$ cat src/rtl/traffic_timer.sv
`default_nettype none
// ============================================================================
//  Module      : traffic_timer
//  Description : Prescaled interval timer with short/long elapsed flags and
//                an IDLE/RUN/DONE controller. Optional macro TIMER_LOAD_EN
//                adds runtime-loadable thresholds.
//  Revision    : 1.0 - initial release
// ============================================================================
module traffic_timer #(
  parameter int PRESCALE    = 4,
  parameter int CNT_W       = 8,
  parameter int SHORT_TICKS = 3,
  parameter int LONG_TICKS  = 10
) (
  input  logic             Clk,
  input  logic             reset,
  input  logic             ST,
`ifdef TIMER_LOAD_EN
  input  logic             load,
  input  logic [CNT_W-1:0] load_short,
  input  logic [CNT_W-1:0] load_long,
`endif
  output logic             TS,
  output logic             TL
);

  localparam int              PS_W        = (PRESCALE > 1) ? $clog2(PRESCALE) : 1;
  localparam logic [PS_W-1:0] PS_LAST     = PS_W'(PRESCALE - 1);
  localparam logic [CNT_W-1:0] ELAPSED_MAX = {CNT_W{1'b1}};

  typedef enum logic [1:0] {
    IDLE = 2'd0,
    RUN  = 2'd1,
    DONE = 2'd2
  } state_t;

  state_t           state, state_nxt;
  logic [PS_W-1:0]  prescale, prescale_nxt;
  logic [CNT_W-1:0] elapsed, elapsed_nxt;
  logic [CNT_W-1:0] short_thr, long_thr;
  logic [CNT_W-1:0] short_thr_nxt, long_thr_nxt;

`ifdef TIMER_LOAD_EN
  assign short_thr_nxt = load ? load_short : short_thr;
  assign long_thr_nxt  = load ? load_long  : long_thr;

  always_ff @(posedge Clk or posedge reset) begin
    if (reset) begin
      short_thr <= CNT_W'(SHORT_TICKS);
      long_thr  <= CNT_W'(LONG_TICKS);
    end else begin
      short_thr <= short_thr_nxt;
      long_thr  <= long_thr_nxt;
    end
  end
`else
  assign short_thr     = CNT_W'(SHORT_TICKS);
  assign long_thr      = CNT_W'(LONG_TICKS);
  assign short_thr_nxt = short_thr;
  assign long_thr_nxt  = long_thr;
`endif

  always_ff @(posedge Clk or posedge reset) begin
    if (reset) begin
      state    <= IDLE;
      prescale <= '0;
      elapsed  <= '0;
    end else begin
      state    <= state_nxt;
      prescale <= prescale_nxt;
      elapsed  <= elapsed_nxt;
    end
  end

  // DONE decisions use post-edge counter and threshold values so the state
  // agrees with the flags from the very cycle they change.
  always_comb begin
    state_nxt    = state;
    prescale_nxt = prescale;
    elapsed_nxt  = elapsed;
    if (ST) begin
      state_nxt    = RUN;
      prescale_nxt = '0;
      elapsed_nxt  = '0;
    end else begin
      case (state)
        IDLE: begin
          prescale_nxt = '0;
          elapsed_nxt  = '0;
        end
        RUN: begin
          if (prescale == PS_LAST) begin
            prescale_nxt = '0;
            if (elapsed != ELAPSED_MAX)
              elapsed_nxt = elapsed + CNT_W'(1);
          end else begin
            prescale_nxt = prescale + PS_W'(1);
          end
          if ((elapsed_nxt >= short_thr_nxt) && (elapsed_nxt >= long_thr_nxt))
            state_nxt = DONE;
        end
        DONE: begin
          if (!((elapsed >= short_thr_nxt) && (elapsed >= long_thr_nxt)))
            state_nxt = RUN;
        end
        default: state_nxt = IDLE;
      endcase
    end
  end

  assign TS = (state != IDLE) && (elapsed >= short_thr);
  assign TL = (state != IDLE) && (elapsed >= long_thr);

endmodule
`default_nettype wire

$ cat config.mk
export PLATFORM = sky130hd
export DESIGN_NAME = traffic_timer
export DESIGN_NICKNAME = d
export VERILOG_FILES = /design/src/rtl/traffic_timer.sv
export SDC_FILE = /design/constraint.sdc
export NUM_CORES = 1
export LEC_CHECK = 0
export CAP_MARGIN = 10
export CORE_MARGIN = 2
export CORE_UTILIZATION = 38
export CTS_BUF_LIST = sky130_fd_sc_hd__clkbuf_4
export DETAILED_ROUTE_END_ITERATION = 8
export HOLD_SLACK_MARGIN = 0.1
export SKIP_LAST_GASP = 1
export SLEW_MARGIN = 20
export SYNTH_ARGS = -nofsm -noshare
export SYNTH_HDL_FRONTEND = slang
export SYNTH_SLANG_ARGS = --single-unit
$ cat constraint.sdc
create_clock -name Clk -period 2.55 [get_ports Clk]
set_input_delay 0.255 -clock Clk [delete_from_list [all_inputs] [get_ports Clk]]
set_output_delay 0.255 -clock Clk [all_outputs]
set_load 0.05 [all_outputs]
Word level (Yosys, flattened, before mapping)
Cells that the tools add are included.
Widths: inputs -> output; s select.
{ "totals": {"output_inout_bits": 2, "word_cells": 37, "memories": 0, "input_bits": 3, "ramBits": 0, "regBits": 12, "latch_bits": 0, "mem_bits_ro": 0} }
{ "op_classes": {"n_reduce_logical": 8, "n_bitwise": 0, "order_cmp": 4, "div_mod_pow": 0, "shift": 0, "mux": 13, "n_mul": 0, "add_sub_neg": 2, "eq_ne": 7} }
{ "ops": {"columns": ["op", "n"], "rows": [
  ["$mux 8", 5],
  ["$ge 8x2->1 const B", 2],
  ["$ge 8x4->1 const B", 2],
  ["$pmux 8 s2", 1],
  ["$mux 2", 5],
  ["$add 8x1->8 const B", 1],
  ["$ne 8x8->1 const B", 1],
  ["$ne 3x3->1 const B", 2],
  ["$pmux 2 s3", 1],
  ["$eq 2x2->1 const B", 2],
  ["$logic_and 1x1->1", 4],
  ["$pmux 2 s2", 1],
  ["$reduce_and 3->1", 1],
  ["$reduce_bool 3->1", 1],
  ["$add 2x1->2 const B", 1],
  ["$eq 2x1->1 const B", 1],
  ["$logic_not 2->1", 1],
  ["$ne 2x2->1 const B", 1],
  ["$reduce_bool 2->1", 1]
]} }

Depth between registers and ports, before layout
{ "logic_depth": {"depth_word": 10, "ltp_mapped": 7, "ltp_nobuf": 6} }

Worst setup path after synthesis
No wires, ideal clock.
{ "synth_path": {"kind": "register -> register", "start": "register elapsed[0]", "end": "register state[1]", "stages_incl_launch_ff": 7, "setup_slack_ns": 0.697, "synth_period_minus_slack_ns": 1.853, "t_arrival_ns": 1.735, "t_required_ns": 2.432, "path_buffers": 0, "setup_ns": 0.118, "cell_sequence": "dfrtp_1 ha_1 nand3_1 a21oi_1 o32a_1 a2111o_1 a21o_1"} }
{ "synth_between": {"elab_chain_cells": 9, "word_cells_on_any_way": 15, "classes_between": "add/sub: 1; order compare: 4; eq/ne: 3; mux: 4; reduce/logical: 3"} }
{ "synth_lines": {"columns": ["item", "line", "text"], "rows": [
  ["start: declaration", "39", "logic [CNT_W-1:0] elapsed, elapsed_nxt;"],
  ["start signal: assignment", "71", "elapsed <= elapsed_nxt;"],
  ["$add 8x1->8 or $ne 8x8->1 (tied branches)", "95, 94", null],
  ["$mux 8", "94", "if (elapsed != ELAPSED_MAX)"],
  ["$mux 8", "92", "if (prescale == PS_LAST) begin"],
  ["$mux 8", "86", "case (state)"],
  ["$mux 8", "81", "if (ST) begin"],
  ["$ge 8x2->1 or $ge 8x4->1 (tied branches)", "99", "if ((elapsed_nxt >= short_thr_nxt) && (elapsed_nxt >= long_thr_nxt))"],
  ["$logic_and 1x1->1", "99", null],
  ["$ne 3x3->1 (no source line)", null, null],
  ["$reduce_and 3->1 (no source line) *", null, null],
  ["end signal: assignment", "69", "state <= state_nxt;"],
  ["end: declaration", "37", "state_t state, state_nxt;"]
]} }
Mark *: on every way between the ends. The rest lies on a longest branch, timed or not. The select of a mux whose other input is x is not followed.
A chain may end at the register's enable or synchronous reset.

Worst setup path after layout
{ "layout_path": {"start": "register elapsed[0]", "end": "output port TL"} }
{ "layout_between": {"elab_chain_cells": 2} }
{ "layout_lines": {"columns": ["item", "line", "text"], "rows": [
  ["$ge 8x4->1", "112", "assign TL = (state != IDLE) && (elapsed >= long_thr);"],
  ["$logic_and 1x1->1", "112", null],
  ["end: declaration", "24", "output logic TL"]
]} }
Every way passes these cells.

==> metrics.csv <==
metric,value,unit
syn-instance-count,99,
skew,3.927,ps
arrival,2110,ps
yosysWarnings,0,
worst_pin_slew,607.3,ps
fmax,422.9,MHz
insertion_delay,290,ps
hold_path.class,in2async,
ys_top_cells_by_area,"dfrtp_1 36%, a21oi_1 5.3%, nor2_1 4.9%, ha_1 4.4%, o21ai_0 3.6%",
syn-cell-area,845.8,um2
met2_usage,23.81,%
grt_start_max_net_pins,13,
status,"complete, no violations",
synth_top_cell_by_area,dfrtp_1,
ir_drop,0.0002625,V
wl_per_cell,13.43,um
setup_viol,0,
antenna_found_initial,0,
syn-num-nets,105,
cts_tree,yes,
fin_nets,109,
multi_input_area,478.0,um2
yosysTopAreaCellShare,35.50,%
path_buf_inv,2,
core,0.002148,mm2
port_buffers,4,
drtIter0Drc,29,
hold_buffers,0,
slowest_delay,460,ps
final-seq-area,300.3,um2
gr-total-overflow,0,
fin_util,42.40,%
synth_edf_count,0,
initial_core_util,39.37,%
gp_congestion,0.8066,
met1_usage,20.96,%
synthArstFlopShare,100.0,%
maxSlewHeadroom,59.43,%
rows,17,
dr.pass1.iters,4,
grt_pass1_wl,2.980,mm
drive_gt1_share,9.804,%
finalSetupTns,0,ps
vias,722,
leakagePower,0.4028,nW
ios,5,
dieArea,0.002619,mm2
htreeDepth,1,
power_density,418.5,mW/mm2
syn_avg_cell_area,8.544,um2
yosysMostFrequentCell,dfrtp_1,
met3_usage,1.754,%
grtUsageTotal,15.57,%
yosys_most_used_dff,dfrtp_1,
area_growth_syn_to_layout,7.692,%
power,0.0003812,W
drtAntennaViolNets,0,
ys_seq_area_share,35.50,%
numCtsBuffers,3,
grt.busiest_layer,met2,
cp_data_required_time,2300,ps
cp-start-kind,flop,
cts_buffer_depth,2,
drv_slew,0,
finalWirelength,1.746,mm
cp_slowest_cell,dfrtp_1,
critPathTopFamily,buffers and inverters,
postCtsSetupBuffers,0,
n_fill_cell,227,
cts_num_sinks,12,
cts-root-buf,clkbuf_4,
critPathKind,reg2out,
remaining_drc_errors,0,
maxCapViolCount,0,
clkTransAtPathRegs,80,ps
die_w,51.18,um
min_period,2365,ps
timing.hold.ws,267.3,ps
grt_pass1_vias,641,
die_h,51.18,um
yosys_register_bits,12,
end_kind,output port,
n_antenna_cell,0,
crit_fanout,5,
grt_setup_unrepaired,no,
viasPerCell,5.554,
finalCritPeriodShare,92.73,%
report.final.hold_viol_count,0,
ys_top_cells_by_count,"12 x dfrtp_1, 11 x nor2_1, 9 x a21oi_1",
ys_types,36,
dp_hpwl,1.192,mm
path_cells,inv_1 > ha_1 > or3_1 > a21oi_1 > nor2_1 > dlygate4sd2_1,
[final timing paths]
check / start / to / slack (ps) / cells after the start
worst min-delay path: reset / state[0]$_DFFE_PP0P_ / 270 / 2
min in group Clk: prescale[0]$_DFFE_PP0P_ / prescale[0]$_DFFE_PP0P_ / 500 / 1
worst max-delay path: elapsed[0]$_DFFE_PP0P_ / TL / 190 / 6
max in group asynchronous: reset / elapsed[2]$_DFFE_PP0P_ / 1960 / 2
worst max register to register: elapsed[1]$_DFFE_PP0P_ / state[1]$_DFFE_PP0P_ / 500 / 6
worst min register to register: prescale[0]$_DFFE_PP0P_ / prescale[0]$_DFFE_PP0P_ / 500 / 1
[power breakdown]
part	switching (W)	internal [W]	leakage (nW)	total, W
combinational	0.0000267	0.0000196	0.225	0.0000463
sequential	0.00000708	0.000197	0.162	0.000204
clock	0.0000736	0.0000569	0.0154	0.000131
total	0.000107	0.000274	0.403	0.000381
[worst register-to-register path, cell delays in order (launching register included)]
cell      delay (ps)
dfrtp_1          480
ha_1             320
nand3_1          180
a21oi_1           90
o32a_1           300
a2111o_1         410
a21o_1           190
[state kept, by name, indices dropped and copies added, names as in the netlist]
signal / cells
prescale: 2
elapsed: 8
state: 2
[cell type report]
type | instances | share of cell area, %
Clock buffer | 3 | 2.473
Clock inverter | 1 | 0.4121
Inverter | 3 | 1.236
Multi-Input combinational cell | 76 | 52.47
Sequential cell | 12 | 32.97
Tap cell | 28 | 3.846
Timing Repair Buffer | 7 | 6.593
[routing by layer]
layer | routed length [um] | part of all wire, % | vias up
met5 | 0 | 0 | -
met1 | 873 | 50 | 332
met4 | 40 | 2.3 | 0
li1 | - | - | 372
met2 | 784 | 45 | 14
met3 | 48 | 2.7 | 4
[cell families (layout without fill, tap and decap cells)]
logic type	count (synthesis)	in the layout	synth area share [%]
xor gates and xnor gates	1	1	1.036
AOI/OAI and AO/OA	29	29	22.04
muxes	1	1	1.183
DFF	12	12	35.50
and+or+nand+nor	42	42	27.81
buffers and inverters	11	14	7.989
adders and majority gates	3	3	4.438
[stage by stage]
stage	cells	cell area [um2]	setup slack, ps
2_1_floorplan	99	845.8	697.1
3_3_place_gp	126	887.1	270.6
3_5_place_dp	126	887.1	227.5
4_1_cts	130	910.9	172.9
5_1_grt	130	910.9	9.257
6_report	130	910.9	185.4
[cells in the final DEF (no fill, tap or decap), types with 3 or more instances in the layout]
cell,Yosys,final
dfrtp_1,12,12
nor2_1,11,11
a21oi_1,9,9
nand2_1,7,7
o21ai_0,6,6
nand3_1,4,4
a31oi_1,4,4
a41oi_1,3,3
inv_1,3,3
nor3_1,3,3
a21o_1,3,3
ha_1,3,3
clkbuf_4,0,3
buf_4,1,3
[repair_timing]
action,CTS,global route
setup endpoints to repair,2,0
hold endpoints to repair,0,0
gates resized for setup,2,0
(Power assumes the default switching activity.)
